===== src/rtl/mem_rd_arbiter_pkg.sv =====
// mem_rd_arbiter_pkg: shared widths, FSM and grant encodings for the memory read arbiter
package mem_rd_arbiter_pkg;

    localparam int ADDR_SIZE  = 15;
    localparam int INSTR_SIZE = 15;

    typedef logic [ADDR_SIZE:0]  addr_t;
    typedef logic [INSTR_SIZE:0] instr_t;

    typedef enum logic [1:0] {
        ARB_IDLE = 2'd0,
        ARB_BUSY = 2'd1,
        ARB_DONE = 2'd2
    } arb_state_t;

    typedef enum logic {
        ARB_GNT_IF = 1'b0,
        ARB_GNT_DM = 1'b1
    } arb_gnt_t;

endpackage


===== src/rtl/mem_rd_arbiter_pick.sv =====
// rd_arb_pick: chooses the winning requester; ARB_RR_EN selects round-robin ties, else DM wins ties
module rd_arb_pick
    import mem_rd_arbiter_pkg::*;
(
    input  logic     if_req,
    input  logic     dm_req,
    input  arb_gnt_t last_grant,
    output arb_gnt_t pick
);

`ifdef ARB_RR_EN
    assign pick = (if_req && dm_req) ? ((last_grant == ARB_GNT_IF) ? ARB_GNT_DM : ARB_GNT_IF)
                                     : (dm_req ? ARB_GNT_DM : ARB_GNT_IF);
`else
    logic unused_pick;
    assign unused_pick = if_req ^ last_grant;
    assign pick = dm_req ? ARB_GNT_DM : ARB_GNT_IF;
`endif

endmodule


===== src/rtl/mem_rd_arbiter.sv =====
// mem_rd_arbiter: shares one memory read port between fetch and load paths (ARB_RR_EN enables round-robin ties)
module mem_rd_arbiter
    import mem_rd_arbiter_pkg::*;
(
    input  logic                  clk,
    input  logic                  reset,
    input  logic                  if_rd_enable,
    input  logic [ADDR_SIZE:0]    if_rd_addr,
    output logic                  if_rd_ready,
    output logic [INSTR_SIZE:0]   if_rd_data,
    input  logic                  dm_rd_enable,
    input  logic [ADDR_SIZE:0]    dm_rd_addr,
    output logic                  dm_rd_ready,
    output logic [INSTR_SIZE:0]   dm_rd_data,
    output logic                  mem_rd_enable,
    output logic [ADDR_SIZE:0]    mem_rd_addr,
    input  logic                  mem_rd_ready,
    input  logic [INSTR_SIZE:0]   mem_rd_data
);

    arb_state_t state;
    arb_gnt_t   grant;
    arb_gnt_t   last_grant;
    arb_gnt_t   pick;
    addr_t      addr_q;
    instr_t     data_q;
    logic       ret_if;
    logic       ret_dm;

    rd_arb_pick u_pick (
        .if_req     (if_rd_enable),
        .dm_req     (dm_rd_enable),
        .last_grant (last_grant),
        .pick       (pick)
    );

    // grant, forward to memory, capture the word, then return it for one cycle
    always_ff @(posedge clk or posedge reset) begin
        if (reset) begin
            state         <= ARB_IDLE;
            grant         <= ARB_GNT_IF;
            last_grant    <= ARB_GNT_DM;
            addr_q        <= '0;
            data_q        <= '0;
            mem_rd_enable <= 1'b0;
            ret_if        <= 1'b0;
            ret_dm        <= 1'b0;
        end else begin
            case (state)
                ARB_IDLE: begin
                    if (if_rd_enable || dm_rd_enable) begin
                        grant         <= pick;
                        addr_q        <= (pick == ARB_GNT_DM) ? dm_rd_addr : if_rd_addr;
                        mem_rd_enable <= 1'b1;
                        state         <= ARB_BUSY;
                    end
                end
                ARB_BUSY: begin
                    if (mem_rd_ready) begin
                        data_q        <= mem_rd_data;
                        last_grant    <= grant;
                        mem_rd_enable <= 1'b0;
                        ret_if        <= (grant == ARB_GNT_IF);
                        ret_dm        <= (grant == ARB_GNT_DM);
                        state         <= ARB_DONE;
                    end
                end
                default: begin
                    ret_if <= 1'b0;
                    ret_dm <= 1'b0;
                    state  <= ARB_IDLE;
                end
            endcase
        end
    end

    // a requester that dropped its enable before the return cycle gets no pulse
    assign if_rd_ready = ret_if & if_rd_enable;
    assign dm_rd_ready = ret_dm & dm_rd_enable;
    assign if_rd_data  = data_q;
    assign dm_rd_data  = data_q;
    assign mem_rd_addr = addr_q;

endmodule


===== config.mk =====
export PLATFORM = sky130hd
export DESIGN_NAME = mem_rd_arbiter
export DESIGN_NICKNAME = d
export VERILOG_FILES = /design/src/rtl/mem_rd_arbiter_pkg.sv /design/src/rtl/mem_rd_arbiter_pick.sv /design/src/rtl/mem_rd_arbiter.sv
export SDC_FILE = /design/constraint.sdc
export NUM_CORES = 1
export LEC_CHECK = 0
export BUFFER_PORTS_ARGS = -buffer_cell sky130_fd_sc_hd__buf_2
export CAP_MARGIN = 20
export CORE_MARGIN = 2
export CORE_UTILIZATION = 35
export DETAILED_ROUTE_END_ITERATION = 6
export PLACE_DENSITY = 0.67
export SYNTH_ARGS = -nofsm -noshare
export SYNTH_HDL_FRONTEND = slang
export SYNTH_SLANG_ARGS = --single-unit

===== constraint.sdc =====
create_clock -name clk -period 3.07 [get_ports clk]
set_clock_uncertainty 0.1 [all_clocks]
set_input_delay 0.614 -clock clk [delete_from_list [all_inputs] [get_ports clk]]
set_output_delay 0.614 -clock clk [all_outputs]
set_load 0.1 [all_outputs]

==> results of run 1 <==
==> cell usage in the layout, fill, tap and decap left out, drive strengths merged <==
master | netlist | layout
o21a | 2 | 2
a21oi | 2 | 2
nand3b | 1 | 1
a22o | 1 | 1
clkbuf | 0 | 7
and2 | 2 | 2
inv | 2 | 2
dfrtp | 38 | 38
or2 | 1 | 1
nor2 | 1 | 1
nand3 | 1 | 1
mux2 | 48 | 48
a311oi | 1 | 1
nor3b | 1 | 1
nand2 | 3 | 3
buf | 22 | 106
==> sequential cells by signal (all words and copies together), names as in the netlist <==
signal,flops
dm_rd_data,16
ret_dm,1
grant,1
state,2
mem_rd_addr,16
ret_if,1
mem_rd_enable,1
==> routing by layer <==
| layer | vias up | track usage, % | share of wire, % |
|---|---|---|---|
| met5 | - | 0 | 0 |
| met4 | 0 | 6.00 | 1.9 |
| met3 | 7 | 4.03 | 7.6 |
| met2 | 58 | 23.4 | 53 |
| met1 | 618 | 13.3 | 37 |
| li1 | 596 | - | - |
==> layout make-up <==
cell class	count	area, um2	area share, %
clock buffer	7	76.3	3.26
inverter	2	7.51	0.321
multi-input combinational	64	682	29.1
sequential	38	951	40.6
tap	70	87.6	3.74
timing repair buffer	106	538	23.0
==> stage by stage <==
step	utilization, %	setup slack (ns)	cells	area [um2]
4_1_cts	46.2	0.978	287	2340
2_1_floorplan	-	0.653	126	1820
3_3_place_gp	44.6	0.970	280	2270
5_1_grt	46.2	0.948	287	2340
3_5_place_dp	44.6	0.978	280	2270
6_report	46.2	1.00	287	2340
==> worst max path at each step <==
| stage | start | cells after the start | to | slack, ns |
|---|---|---|---|---|
| finish | dm_rd_enable | 3 | dm_rd_ready | 1.0 |
| global route | dm_rd_enable | 3 | dm_rd_ready | 0.95 |
| CTS | dm_rd_enable | 3 | dm_rd_ready | 0.98 |
| detailed placement | dm_rd_enable | 3 | dm_rd_ready | 0.98 |
| global placement | dm_rd_enable | 3 | dm_rd_ready | 0.97 |
| floorplan | dm_rd_enable | 3 | dm_rd_ready | 0.65 |
==> critical path, stage by stage <==
cell and delay (ns):
buf_2 0.17, and2_1 0.15, buf_2 0.42
==> cells by family after synthesis <==
kind of cell | synth area share, %
buffers and inverters | 10.5
AO/OA/AOI/OAI | 2.33
multiplexers | 31.3
AND/OR/NAND/NOR | 3.77
flip-flops | 52.1
==> results_dict.tcl, run 1 <==
set metrics [dict create \
    areaGrowthSynthToFinish_pct 28.4 \
    grt_setup_unrepaired "false" \
    synth_most_common_cell "mux2_2" \
    r2r-start "state[0]$_DFFE_PP0P_" \
    vias_per_cell 4.46 \
    syn_inst 126 \
    cts_resized 0 \
    fp.dieW_um 76.2 \
    clk_latency_ns 0.28 \
    yosysUniqueCellTypes 19 \
    holdCritPathClass "in -> async" \
    reg2reg_to "mem_rd_addr[9]$_DFFE_PP0P_" \
    yosys-top-cells-count "40 x mux2_2, 38 x dfrtp_1, 16 x buf_4" \
    grt_antenna_before_repair 0 \
    fillers 491 \
    firstDrtPassIters 3 \
    start_util_pct 35.9 \
    synth_nets 179 \
    rows 26 \
    endpoint_kind "output pin" \
    yosys-top-cells-area "dfrtp_1 52%, mux2_2 25%, buf_4 6.6%" \
    crit_arrival_ns 1.36 \
    fin_crit_sh_pct 67.4 \
    syn_area_per_cell_um2 14.5 \
    rrSetupSlack_ns 1.25 \
    dp_hpwl_mm 2.60 \
    io_buffers 103 \
    cts_buffers 5 \
    track_usage_pct 12.8 \
    fin_tns_setup_ns 0 \
    synth_edf_count 0 \
    grt_max_degree 39 \
    slew_headroom_pct 66.8 \
    max_cap_violations 0 \
    crit_required_ns 2.36 \
    synth_warnings 0 \
    max_freq_ghz 0.483 \
    async_reset_ff_share_pct 100 \
    grt_pass1_wl_mm 5.92 \
    overflow 0 \
    dieArea_um2 5810 \
    cts_setup_buffers 0 \
    reg2reg_depth 4 \
    ys_ff_latch 38 \
    yosysSeqAreaShare_pct 52.1 \
    status "completed" \
    finalHoldViolations 0 \
    cts_buffer_depth 2 \
    num_antenna_cells 0 \
    wire_per_inst_um 12.0 \
    core-area_um2 5070 \
    htree_levels 2 \
    io_pins 104 \
    drv_slew 0 \
    cts_root_buffer "clkbuf_8" \
    timing.hold.ws_ns 0.335 \
    postCtsHoldBufs 0 \
    nets 270 \
    critPathMaxFanout 8 \
    ys.flop_type "dfrtp_1" \
    finalWeightedCongestion 0.697 \
    ant_nets 0 \
    vias 1279 \
    synth_area_um2 1820 \
    cts_tree "yes" \
    synth_top_area_share_pct 52.1 \
    synth.largest_area_cell "dfrtp_1" \
    drc 0 \
    path_class "in -> out" \
    layout-drive-gt1-share_pct 74.2 \
    worst_pin_slew_ns 0.501 \
    die_h_um 76.2 \
    drt_iter0_drc 25 \
    drt-total-wl_mm 3.44 \
    grt_pass1_vias 1292 \
    cts.sinks 38 \
    clk_pin_slew_worst_paths_ns 0.06 \
    finalSetupViolations 0 \
    cp-start-kind "input pin" \
    min_period_ns 2.07 \
]
Power of run 1 is not shown: default switching activity piles up to over one toggle a cycle in this logic, so the estimate is an artifact.
==> inputs of run 2 (changes only) <==
ABC_AREA = 1   (was unset)
PLACE_DENSITY = 0.69   (was 0.67)
clock period = 1.7 ns   (was 3.07 ns; I/O delays follow)
==> run 2 against run 1 <==
- critical path depth shrank 2
- sequential share of layout area shrank 1.3 points
- final cell count grew 39%
- register-to-register slack lost 0.80 ns
- synthesized cell count grew 89%
- largest cell class unchanged
- highest routed layer unchanged
==> results_dict.tcl, run 2 <==
set metrics [dict create \
    cts_buffers 5 \
    synth_warnings 0 \
    grt_pass1_vias 1526 \
    core-area_um2 5140 \
    reg2reg_to "dm_rd_data[12]$_DFFE_PP0P_" \
    synth_area_um2 1880 \
    synth_top_area_share_pct 50.5 \
    start_util_pct 36.7 \
    fillers 517 \
    grt_setup_unrepaired "false" \
    async_reset_ff_share_pct 100 \
    drc 0 \
    cts_tree "yes" \
    final_common_cell "nand2_1" \
    status "completed" \
    grt_antenna_before_repair 0 \
    postCtsHoldBufs 0 \
    die_h_um 77.4 \
    finalSetupViolations 0 \
    syn_inst 238 \
    rrSetupSlack_ns 0.45 \
    crit_family "buffers and inverters" \
    crit_arrival_ns 1.09 \
    min_period_ns 1.53 \
    max_cap_violations 0 \
    drv_slew 0 \
    final_cell_mix "147 x nand2_1, 101 x buf_2, 22 x dfrtp_1" \
    firstDrtPassIters 4 \
    yosys-top-cells-count "147 x nand2_1, 38 x dfrtp_1, 19 x buf_4" \
    critPathMaxFanout 2 \
    cts.sinks 38 \
    multiInputGateArea_um2 706 \
    cts_root_buffer "clkbuf_8" \
    ys_ff_latch 38 \
    path_buf_inv 1 \
    fin_tns_setup_ns 0 \
    yosysSeqAreaShare_pct 50.5 \
    io_pins 104 \
    cts_resized 0 \
    dieArea_um2 5990 \
    cpPeakStageDelay_ns 0.43 \
    io_buffers 103 \
    max_freq_ghz 0.654 \
    finalHoldViolations 0 \
    endpoint_kind "output pin" \
    areaGrowthSynthToFinish_pct 31.0 \
    drt-total-wl_mm 3.96 \
    cts_buffer_depth 2 \
    vias 1642 \
    clk_pin_slew_worst_paths_ns 0.07 \
    grt_pass1_wl_mm 6.60 \
    yosysUniqueCellTypes 17 \
    worst_pin_slew_ns 0.491 \
    num_antenna_cells 0 \
    synth_nets 291 \
    drt_iter0_drc 58 \
    path_class "reg -> out" \
    finalWeightedCongestion 0.729 \
    cp_slowest_cell "buf_2" \
    fin_crit_sh_pct 90.0 \
    ant_nets 0 \
    r2r-start "state[1]$_DFFE_PP0P_" \
    synth_edf_count 0 \
    reg2reg_depth 5 \
    slew_headroom_pct 67.5 \
    synth_most_common_cell "nand2_1" \
    vias_per_cell 4.12 \
    clk_latency_ns 0.28 \
    synth.largest_area_cell "dfrtp_1" \
    worstPathCellList "buf_2" \
    overflow 0 \
    rows 26 \
    htree_levels 2 \
    nets 381 \
    syn_area_per_cell_um2 7.92 \
    wire_per_inst_um 9.92 \
    cp-start-kind "flop" \
    yosys-top-cells-area "dfrtp_1 50%, nand2_1 29%, buf_4 7.6%" \
    layout-drive-gt1-share_pct 45.3 \
    register_area_um2 971 \
    ys.flop_type "dfrtp_1" \
    grt_max_degree 39 \
    dp_hpwl_mm 2.90 \
    fp.dieW_um 77.4 \
    holdCritPathClass "in -> async" \
    cts_setup_buffers 0 \
    crit_required_ns 1.26 \
    track_usage_pct 13.9 \
]
==> run 2: cell count changes in the layout (fill, tap and decap cells not counted), moves of 6 or more <==
cell,change
inv_1,+6
nand2_1,+144
dfrtp_2,+16
mux2_2,-40
dfrtp_1,-16
nand2_2,+11
mux2_4,-8
==> run 2: how the worst max path moves through the flow <==
stage / from / end / slack, ns / cells after the start
2_1_floorplan: dm_rd_enable / dm_rd_ready / 0.02 / 4
3_3_place_gp: dm_rd_enable / dm_rd_ready / 0.32 / 4
3_5_place_dp: dm_rd_enable / dm_rd_ready / 0.31 / 4
4_1_cts: mem_rd_addr[1]$_DFFE_PP0P_ / mem_rd_addr[1] / 0.16 / 1
5_1_grt: mem_rd_addr[14]$_DFFE_PP0P_ / mem_rd_addr[14] / 0.14 / 1
6_report: mem_rd_addr[1]$_DFFE_PP0P_ / mem_rd_addr[1] / 0.17 / 1
==> run 2: cells by family (layout without fill, tap and decap cells) <==
logic type / Yosys count / after routing / synth area share (%)
AOI/OAI and AO/OA: 3 / 3 / 0.996
buffers and inverters: 34 / 125 / 12.1
DFF: 38 / 38 / 50.5
and+or+nand+nor: 163 / 163 / 36.5
==> run 2: final cells by class <==
cell class	instances	area share, %
clock inverters	1	0.203
inverters	10	1.52
flip-flops and latches	38	39.3
clock buffers	7	3.50
well taps	70	3.55
multi-input cells	166	28.6
repair buffers	107	23.3
==> run 2: metal layers <==
metal,GRT usage [%],wire length (um),up-vias
met5,0,0,-
met4,4.82,57,0
met3,3.95,305,5
met2,23.7,1830,69
met1,16.7,1770,701
li1,-,-,867
==> run 2: metrics by stage <==
stage	area [um2]	hold slack (ns)	setup WS (ns)	std cells	util, %
final	2470	0.0521	0.171	399	48.0
after global placement	2380	0.359	0.315	391	46.3
after CTS	2470	0.0616	0.155	399	48.0
after detailed placement	2380	0.361	0.307	391	46.3
after global routing	2470	0.101	0.136	399	48.0
after floorplan	1900	0.347	0.0243	238	-
Power of run 2 is left out for the same reason.
